**config.mk**
```make
export PLATFORM = sky130hd
export DESIGN_NAME = phase_sequencer_flat
export DESIGN_NICKNAME = d
export VERILOG_FILES = /design/src/rtl/phase_sequencer_if.sv /design/src/rtl/phase_sequencer.sv /design/src/flat_wrapper.sv
export SDC_FILE = /design/constraint.sdc
export NUM_CORES = 1
export LEC_CHECK = 0
export ABC_AREA = 1
export CORE_UTILIZATION = 52
export DETAILED_ROUTE_END_ITERATION = 12
export GPL_TIMING_DRIVEN = 1
export PLACE_DENSITY = 0.88
export REMOVE_ABC_BUFFERS = 1
export SYNTH_ARGS = -nofsm -noshare
export SYNTH_HDL_FRONTEND = slang
export SYNTH_SLANG_ARGS = --single-unit
```
**constraint.sdc**
```tcl
create_clock -name clk -period 1.8 [get_ports clk]
set_input_delay 0.36 -clock clk [delete_from_list [all_inputs] [get_ports clk]]
set_output_delay 0.36 -clock clk [all_outputs]
set_load 0.01 [all_outputs]
```
**src/rtl/phase_sequencer_if.sv**
```systemverilog
// Handshake bundle between the processor control logic and the phase sequencer.
// The master side drives the run/halt/memory requests; the slave side (the
// sequencer) returns the one-hot phase strobes, status flags and retire count.
interface phase_sequencer_if #(
    parameter int CNT_W = 16
);
    logic             Run;
    logic             Halt;
    logic             Resume;
    logic             MemReq;
    logic             MemReady;
    logic             T0;
    logic             T1;
    logic             T2;
    logic             T3;
    logic             T4;
    logic             PCenable;
    logic             Busy;
    logic             Halted;
    logic             Timeout;
    logic [CNT_W-1:0] InstrCount;

    modport master (
        output Run, Halt, Resume, MemReq, MemReady,
        input  T0, T1, T2, T3, T4, PCenable, Busy, Halted, Timeout, InstrCount
    );

    modport slave (
        input  Run, Halt, Resume, MemReq, MemReady,
        output T0, T1, T2, T3, T4, PCenable, Busy, Halted, Timeout, InstrCount
    );
endinterface

```
**src/rtl/phase_sequencer.sv**
```systemverilog
// Multi-cycle timing-phase controller for the 8-bit RISC core. Walks each
// instruction through T0..T4, stretches T2 with wait states while a memory or
// port access is outstanding, retires the instruction with a one-cycle PC
// enable in T4, and parks in HALTED on HLT or on a wait-state timeout.
// Every output is decoded from registered state only.
module phase_sequencer #(
    parameter int WAIT_MAX = 16,
    parameter int CNT_W    = 16
) (
    input  logic               clk,
    input  logic               Reset,
    phase_sequencer_if.slave   bus
);

    typedef enum logic [2:0] {
        IDLE,
        S_T0,
        S_T1,
        S_T2,
        WAIT,
        S_T3,
        S_T4,
        HALTED
    } state_t;

    // Last wait-counter value before the sequencer gives up on the access.
    localparam logic [7:0] WAIT_LAST = 8'(WAIT_MAX - 1);

    state_t           state;
    state_t           nextState;
    logic [7:0]       waitCnt;
    logic             timeoutFlag;
    logic [CNT_W-1:0] instrCount;

    logic             enterWait;
    logic             stayWait;
    logic             setTimeout;
    logic             retire;

    // Next-state selection plus one-cycle control pulses for the counters.
    always_comb begin
        nextState  = state;
        enterWait  = 1'b0;
        stayWait   = 1'b0;
        setTimeout = 1'b0;
        retire     = 1'b0;
        case (state)
            IDLE: begin
                if (bus.Run) nextState = S_T0;
            end
            S_T0: nextState = S_T1;
            S_T1: nextState = S_T2;
            S_T2: begin
                if (bus.MemReq && !bus.MemReady) begin
                    nextState = WAIT;
                    enterWait = 1'b1;
                end else begin
                    nextState = S_T3;
                end
            end
            WAIT: begin
                // A late MemReady still completes the access even on the last allowed cycle.
                if (bus.MemReady) begin
                    nextState = S_T3;
                end else if (waitCnt == WAIT_LAST) begin
                    nextState  = HALTED;
                    setTimeout = 1'b1;
                end else begin
                    stayWait = 1'b1;
                end
            end
            S_T3: nextState = S_T4;
            S_T4: begin
                retire = 1'b1;
                // Halt outranks Run so HLT always stops the core.
                if (bus.Halt)     nextState = HALTED;
                else if (bus.Run) nextState = S_T0;
                else              nextState = IDLE;
            end
            HALTED: begin
                if (bus.Resume) nextState = IDLE;
            end
            default: nextState = IDLE;
        endcase
    end

    // State register.
    always_ff @(posedge clk or negedge Reset) begin
        if (!Reset) state <= IDLE;
        else        state <= nextState;
    end

    // Wait-state counter, sticky timeout flag and retired-instruction count.
    always_ff @(posedge clk or negedge Reset) begin
        if (!Reset) begin
            waitCnt     <= 8'd0;
            timeoutFlag <= 1'b0;
            instrCount  <= '0;
        end else begin
            if (enterWait)     waitCnt <= 8'd0;
            else if (stayWait) waitCnt <= waitCnt + 8'd1;
            if (setTimeout) timeoutFlag <= 1'b1;
            if (retire)     instrCount  <= instrCount + CNT_W'(1);
        end
    end

    // Moore output decode; T2 is held through WAIT so memory strobes stay asserted.
    assign bus.T0         = (state == S_T0);
    assign bus.T1         = (state == S_T1);
    assign bus.T2         = (state == S_T2) || (state == WAIT);
    assign bus.T3         = (state == S_T3);
    assign bus.T4         = (state == S_T4);
    assign bus.PCenable   = (state == S_T4);
    assign bus.Busy       = (state != IDLE) && (state != HALTED);
    assign bus.Halted     = (state == HALTED);
    assign bus.Timeout    = timeoutFlag;
    assign bus.InstrCount = instrCount;

endmodule

```
**src/flat_wrapper.sv**
```systemverilog
// flat-port wrapper written by rule: the top's interface ports become plain ports
module phase_sequencer_flat 
#(
    parameter int WAIT_MAX = 16,
    parameter int CNT_W    = 16
)
  (clk, Reset, bus_Run, bus_Halt, bus_Resume, bus_MemReq, bus_MemReady, bus_T0, bus_T1, bus_T2, bus_T3, bus_T4, bus_PCenable, bus_Busy, bus_Halted, bus_Timeout, bus_InstrCount);
  phase_sequencer_if #(.CNT_W(CNT_W)) bus_i ();
  input  logic clk;
  input  logic Reset;
  input wire logic [$bits(bus_i.Run)-1:0] bus_Run;
  input wire logic [$bits(bus_i.Halt)-1:0] bus_Halt;
  input wire logic [$bits(bus_i.Resume)-1:0] bus_Resume;
  input wire logic [$bits(bus_i.MemReq)-1:0] bus_MemReq;
  input wire logic [$bits(bus_i.MemReady)-1:0] bus_MemReady;
  output wire logic [$bits(bus_i.T0)-1:0] bus_T0;
  output wire logic [$bits(bus_i.T1)-1:0] bus_T1;
  output wire logic [$bits(bus_i.T2)-1:0] bus_T2;
  output wire logic [$bits(bus_i.T3)-1:0] bus_T3;
  output wire logic [$bits(bus_i.T4)-1:0] bus_T4;
  output wire logic [$bits(bus_i.PCenable)-1:0] bus_PCenable;
  output wire logic [$bits(bus_i.Busy)-1:0] bus_Busy;
  output wire logic [$bits(bus_i.Halted)-1:0] bus_Halted;
  output wire logic [$bits(bus_i.Timeout)-1:0] bus_Timeout;
  output wire logic [$bits(bus_i.InstrCount)-1:0] bus_InstrCount;
  assign bus_i.Run = bus_Run;
  assign bus_i.Halt = bus_Halt;
  assign bus_i.Resume = bus_Resume;
  assign bus_i.MemReq = bus_MemReq;
  assign bus_i.MemReady = bus_MemReady;
  assign bus_T0 = bus_i.T0;
  assign bus_T1 = bus_i.T1;
  assign bus_T2 = bus_i.T2;
  assign bus_T3 = bus_i.T3;
  assign bus_T4 = bus_i.T4;
  assign bus_PCenable = bus_i.PCenable;
  assign bus_Busy = bus_i.Busy;
  assign bus_Halted = bus_i.Halted;
  assign bus_Timeout = bus_i.Timeout;
  assign bus_InstrCount = bus_i.InstrCount;
  phase_sequencer #(.WAIT_MAX(WAIT_MAX), .CNT_W(CNT_W)) u_core (.clk(clk), .Reset(Reset), .bus(bus_i));
endmodule
```
**After elaboration in Yosys (flattened, before gate mapping)**

Index checks and enable logic that the tools add are counted.

- Add/sub/neg operators: 2
- Multiplexer cells: 19
- Reduce and logical (&&, ||, !) cells: 8
- Equality and inequality tests: 12

Operator list:

| operator | count |
|---|---|
| one-hot mux 3 bit (8 select lines) | 1 |
| adder 16 x 1 -> 16 bit (second input constant) | 1 |
| 2-to-1 mux 8 bit | 2 |
| 2-to-1 mux 3 bit | 5 |
| == test 3 bit (second input constant) | 4 |
| 2-to-1 mux 1 bit | 11 |
| adder 8 x 1 -> 8 bit (second input constant) | 1 |
| == test 8 x 4 -> 1 bit (second input constant) | 1 |
| == test 3 x 2 -> 1 bit (second input constant) | 2 |
| != test 2 bit (second input constant) | 2 |
| == test 3 x 1 -> 1 bit (second input constant) | 1 |
| zero test 3 bit | 1 |
| != test 3 x 2 -> 1 bit (second input constant) | 1 |
| != test 3 bit (second input constant) | 1 |
| AND reduction 3 bit | 1 |
| nonzero test 3 bit | 1 |
| logical AND 1 bit | 2 |
| nonzero test 2 bit | 1 |
| zero test 1 bit | 1 |
| logical OR 1 bit | 1 |

- Output and inout port bits: 25
- Logic and storage cells: 45
- Register bits after elaboration: 28
- Input bits: 7

**Depth between registers and ports, before layout**

Gate-level depths: netlist of run 1.

- Depth after elaboration: 6
- Mapped depth: 8
- Mapped depth without buffers: 8

**Worst setup path after synthesis of run 1**

Ideal clock, no wire load.

- Path kind: register -> register
- Start point: register u_core.state[1]
- End point: register u_core.waitCnt[7]
- Path buffers: 1
- Slack: 0.502 ns
- Data required time: 1.682 ns
- Cell stages (with the launch flop): 8
- Clock period less this slack: 1.298 ns
- Setup time: 0.118 ns
- Arrival: 1.180 ns
- Cell sequence: dfrtp_1 buf_2 nor2_2 nand3_2 nor2_4 nor2_2 nand2_1 nand2_1

- Cells in the longest elaborated chain, start to end: 3
- Elaborated cells on any way between the ends: 6
- Those cells by class: eq/ne: 2; mux: 3; reduce/logical: 1

Ends and longest elaborated chain:

| what | line | text |
|---|---|---|
| start, declared | phase_sequencer.sv:29 | `state_t state;` |
| start signal, assigned | phase_sequencer.sv:90 | `else state <= nextState;` |
| == test 3 x 2 -> 1 bit / == test 3 bit (equally long branches) | phase_sequencer.sv:47 | `case (state)` |
| 2-to-1 mux 1 bit | phase_sequencer.sv:47 |  |
| 2-to-1 mux 8 bit / nonzero test 2 bit (equally long branches) | - |  |
| end signal, assigned | phase_sequencer.sv:101 | `else if (stayWait) waitCnt <= waitCnt + 8'd1;` |
| end, declared | phase_sequencer.sv:31 | `logic [7:0] waitCnt;` |

Parallel ways exist; a longest one is shown, timed or not.
A chain may end at the register's enable or synchronous reset.

**Worst setup path after layout of run 1**

- Start point: register u_core.state[0]
- End point: output bus_T0

- Cells in the longest elaborated chain, start to end: 1

Ends and longest elaborated chain:

| what | line | text |
|---|---|---|
| == test 3 x 1 -> 1 bit | phase_sequencer.sv:108 | `assign bus.T0 = (state == S_T0);` |
| end, declared | flat_wrapper.sv:16 | `output wire logic [$bits(bus_i.T0)-1:0] bus_T0;` |

No other way between the ends.

==> results of run 1 <==
[state kept, by name, indices dropped and copies added (netlist names)]
signal                 count
u_core.state               3
u_core.bus.InstrCount     16
u_core.bus.Timeout         1
u_core.waitCnt             8
[area by class of cell]
type / instances / area, µm²
Fill cell: 225 / 905
Multi-Input combinational cell: 164 / 900
Sequential cell: 28 / 704
Timing Repair Buffer: 40 / 363
Inverter: 30 / 115
Tap cell: 44 / 55.1
Clock buffer: 4 / 36.3
[metrics by stage]
step	std cells	utilization	hold WS, ps	instance area, µm²	setup slack, ps
final	310	0.706	373	2170	48.4
after detailed placement	302	0.683	471	2100	85.6
after global routing	310	0.706	391	2170	9.43
after CTS	309	0.703	382	2160	11.4
after global placement	302	0.683	462	2100	120
after floorplan	222	-	64.4	1700	460
[worst paths after layout]
| kind | depth (start not counted) | startpoint | endpoint |
|---|---|---|---|
| min in group clk | 1 | u_core.bus.Timeout$_DFFE_PN0P_ | u_core.bus.Timeout$_DFFE_PN0P_ |
| worst max-delay path | 4 | u_core.state[0]$_DFFE_PN0P_ | bus_T0 |
| max in group asynchronous | 2 | Reset | u_core.state[0]$_DFFE_PN0P_ |
| worst min-delay path | 2 | Reset | u_core.waitCnt[0]$_DFFE_PN0P_ |
| worst min register to register | 1 | u_core.bus.Timeout$_DFFE_PN0P_ | u_core.bus.Timeout$_DFFE_PN0P_ |
| worst max register to register | 9 | u_core.state[1]$_DFFE_PN0P_ | u_core.bus.InstrCount[10]$_DFFE_PN0N_ |
[cells by family after synthesis]
logic type	share of synthesized area
simple gates	0.402
buf+inv	0.0730
flops	0.409
compound gates	0.0446
xor+xnor	0.0562
fa+ha+maj	0.0146
[synth_stat cells, types with 3 or more instances]
cell type / number
dfrtp_1: 28
inv_1: 23
inv_2: 7
nand2_1: 74
nand3_1: 16
nand3_2: 3
nand3b_1: 3
nand4_1: 5
nor2_1: 23
nor2_2: 4
o21ai_1: 10
xnor2_1: 4
xor2_1: 7
[power by group]
part | total [mW] | switching [mW] | leakage (nW) | internal, mW
Clock | 0.318 | 0.194 | 0.0210 | 0.124
Combinational | 1.06 | 0.585 | 0.745 | 0.478
Sequential | 0.933 | 0.165 | 0.374 | 0.768
[what timing repair did]
action                                 CTS  global route
endpoints found under the hold margin    0             0
pin swaps                                1             1
buffers inserted                         3             1
resized for setup                       14             8
gates cloned                             0             0
setup endpoints to repair                8             5
[per-layer routing]
layer  share of wire  vias to the layer above  wire length [µm]
li1                -                      785                 -
met4           0.014                        0                49
met2            0.48                       31              1710
met5               0                        -                 0
met1            0.47                      710              1660
met3           0.037                        7               131
==> flow_summary.toml, run 1 <==
[run_status]
status = "completed"

[setup_path]
cp_num_buf_inv = 2
slowest_stage = "dfrtp_2"
cp_slowest_stage_delay_ps = 480
r2r_slack_ps = 280
path_max_fanout = 4
crit_path_start_kind = "flop"
crit_path_end_kind = "output pin"
cp_top_family = "flip-flops"
critPathRequiredTime_ps = 1440
path_class = "flop to output pin"
worstPathArrival_ps = 1390
cp_cell_sequence = "buf_4, nand2_2, nor2_1, dlygate4sd2_1"

[cells_and_area]
diodes = 0
mostFrequentLayoutCells = "nand2_1, dfrtp_1, inv_1, clkdlybuf4s50_1, nor2_1"
drive_gt1_frac = 0.165
areaGrowthSynthToFinish_pct = 26.9
layout.nets = 276
layout_commonest_cell = "nand2_1"

[timing]
period_needed_ps = 1750
slew_headroom = 0.763
period_share = 0.973
maxSlewViolCount = 0
fmax_ghz = 0.571
tightest_slew_ps = 355
hold_violations = 0
clock-skew-final_ps = 11.3
finalSetupViolations = 0
setup_total_negative_slack_ps = 0
rsz0062_at_grt = "false"

[hold_path]
hp-class = "input port to asynchronous set/reset pin"

[global_routing]
grt_usage = 0.230
grt_pass1_wl_mm = 6.11
grt_max_degree = 29
met3_usage = 0.0328
grt-ovfl-total = 0
use_met1 = 0.299
use_met2 = 0.384
top_usage_layer = "met2"
antenna_found_initial = 0
grt_pass1_vias = 1471

[clock_tree]
clock_path_buffers = 2
clock-sinks = 28
cts_made_buffers = 3
clock_latency_ps = 340
cts_tree = "done"
ctsHoldBuffers = 0
clockRootBuffer = "clkbuf_4"
h-tree-depth = 1
clkTransAtPathRegs_ps = 160

[place]
place_hpwl_mm = 2.61
gp_congestion = 0.904
port-buffer-count = 31

[route]
via_count = 1533
ant_nets = 0
wl_mm = 3.55
firstDrtPassIters = 4
route.detailed.drc = 0
avgViaCountPerCell = 4.95
drt_iter0_drc = 46
wl_per_cell_um = 11.5

[logic_synthesis]
syn_area_per_cell_um2 = 7.65
ys.flop_type = "dfrtp_1"
synth_area_um2 = 1710
synth-async-reset-ratio = 1.00
netlist_instances = 224
ys_types = 26
synth_top_area_share = 0.409
ys_warn_count = 0
synth.largest_area_cell = "dfrtp_1"
ys_ff_latch = 28
yosysSeqAreaShare = 0.409
synth_area_leaders = "dfrtp_1, nand2_1, inv_1"
synth_edf_count = 0

[floorplan]
ios = 32
initial_core_util = 0.557
die_area_um2 = 3530
core_um2 = 3080
dieWidth_um = 59.4
rows = 20
die_h_um = 59.4

[pwr]
ir_worst_vdd_uv = 831
total_power_mw = 2.31
powerDensity_nw_per_um2 = 1070
p_leak_nw = 1.14

[flow_run]
max_cap_violations = 0
No activity file was read; power rests on OpenSTA's default activity.
==> run 2: changes to the inputs <==
Settings changed: MAX_ROUTING_LAYER from default to met4.
==> run 2 against run 1 <==
  * First-iteration DRC count unchanged
  * Combinational power barely moved
  * Cell area is the same
  * Via count grew 0.13%
  * Worst setup slack improved by 0.90 ps
  * Count of clock-buffer cells in the layout stayed put
  * Sequential power about the same
  * Clock power about the same
  * Total power is essentially flat
  * Hold slack is essentially flat
  * Routed wire length rose by 0.31%
  * Critical path depth unchanged
==> flow_summary.toml, run 2 (synthesized netlist as in run 1, its figures left out) <==
[cells_and_area]
finalInstanceArea_um2 = 2170
areaGrowthSynthToFinish_pct = 26.9
drive_gt1_frac = 0.165
seqCellArea_um2 = 704
layout_commonest_cell = "nand2_1"
diodes = 0
multi_input_area_um2 = 900
mostFrequentLayoutCells = "nand2_1, dfrtp_1, inv_1, clkdlybuf4s50_1, nor2_1"
fin_cells = 310
fillers = 225
largest_reg_flops = 16
layout.nets = 276

[global_routing]
grt_pass1_wl_mm = 6.11
grt_usage = 0.237
antenna_found_initial = 0
grt-ovfl-total = 0
grt_pass1_vias = 1471
grt_max_degree = 29

[route]
wl_mm = 3.56
drt_iter0_drc = 46
wl_per_cell_um = 11.5
ant_nets = 0
firstDrtPassIters = 4
avgViaCountPerCell = 4.95
route.detailed.drc = 0
via_count = 1535

[place]
port-buffer-count = 31
post_dp_cell_area_um2 = 2100
gp_congestion = 0.920
place_hpwl_mm = 2.61
place_inst = 302

[setup_path]
slowest_stage = "dfrtp_2"
path_max_fanout = 4
cp_cell_sequence = "buf_4, nand2_2, nor2_1, dlygate4sd2_1"
r2r_slack_ps = 280
path_class = "flop to output pin"
cp_slowest_stage_delay_ps = 480
crit_path_end_kind = "output pin"
crit_path_start_kind = "flop"
worstPathArrival_ps = 1390
timing.rr.end = "u_core.bus.InstrCount[10]$_DFFE_PN0N_"
r2r_cells = 9
critPathRequiredTime_ps = 1440
r2r-start = "u_core.state[1]$_DFFE_PN0P_"

[clock_tree]
clock_path_buffers = 2
ctsHoldBuffers = 0
clockRootBuffer = "clkbuf_4"
cts_made_buffers = 3
clock_latency_ps = 340
h-tree-depth = 1
clock-sinks = 28
cts_tree = "done"
clkTransAtPathRegs_ps = 160

[pwr]
seqPwrFrac = 0.403
power.internal_mw = 1.37
p_leak_nw = 1.14
powerDensity_nw_per_um2 = 1060
ir_worst_vdd_uv = 831
sw_frac_of_total = 0.408
total_power_mw = 2.31
p_switching_mw = 0.944
power.share.clock = 0.137
power_frac_comb = 0.460

[floorplan]
die_area_um2 = 3530
dieWidth_um = 59.4
die_h_um = 59.4
rows = 20
initial_core_util = 0.557
core_um2 = 3080
ios = 32

[timing]
slew_headroom = 0.766
maxSlewViolCount = 0
hold_violations = 0
period_needed_ps = 1750
clock-skew-final_ps = 11.3
finalSetupViolations = 0
period_share = 0.973
fmax_ghz = 0.571
setup_total_negative_slack_ps = 0
tightest_slew_ps = 350
rsz0062_at_grt = "false"

[flow_run]
max_cap_violations = 0

[run_status]
status = "completed"

[hold_path]
hp-class = "input port to asynchronous set/reset pin"
[run 2: critical path: cells and delay by family, from the launching register on]
family | cells | cell delay (ps)
simple gates | 2 | 140
flops | 1 | 480
buf+inv | 2 | 440
[run 2: power by group through the flow]
stage | Sequential [mW] | Combinational (mW) | Clock (mW)
after floorplan | 0.956 | 0.569 | 0
after global placement | 0.931 | 0.983 | 0
after detailed placement | 0.939 | 1.01 | 0
after CTS | 0.929 | 1.03 | 0.324
after global routing | 0.953 | 1.18 | 0.341
final | 0.934 | 1.06 | 0.317
[run 2: final cells by class]
cell class	count	area share
inverter	30	0.0530
timing repair buffer	40	0.167
sequential	28	0.324
multi-input combinational	164	0.414
clock buffer	4	0.0167
tap	44	0.0253
[run 2: per-layer routing]
metal / routed length, µm / GRT usage / vias up
li1: - / - / 786
met1: 1640 / 0.300 / 696
met2: 1700 / 0.384 / 46
met3: 176 / 0.0306 / 7
met4: 49 / 0.0952 / 0
met5: 0 / - / -
[run 2: through the flow]
step                      hold WS [ps]  setup slack (ps)   util
after CTS                          382              11.4  0.703
after detailed placement           471              85.6  0.683
after global placement             462               120  0.683
final                              373              49.3  0.706
after global routing               391              9.43  0.706
after floorplan                   64.4               460      -
[run 2: worst max path at each step]
stage | startpoint | end
after global routing | u_core.bus.InstrCount[14]$_DFFE_PN0N_ | bus_InstrCount[14]
after detailed placement | u_core.state[2]$_DFFE_PN0P_ | bus_Busy
after global placement | u_core.state[2]$_DFFE_PN0P_ | bus_Busy
after floorplan | u_core.state[1]$_DFFE_PN0P_ | u_core.bus.InstrCount[13]$_DFFE_PN0N_
after CTS | u_core.state[0]$_DFFE_PN0P_ | bus_T3
final | u_core.state[0]$_DFFE_PN0P_ | bus_T0
[run 2: repair_timing]
item,CTS,global route
setup endpoints to repair,8,5
endpoints found under the hold margin,0,0
pin swaps,1,1
buffers inserted,3,1
gates resized for setup,14,8
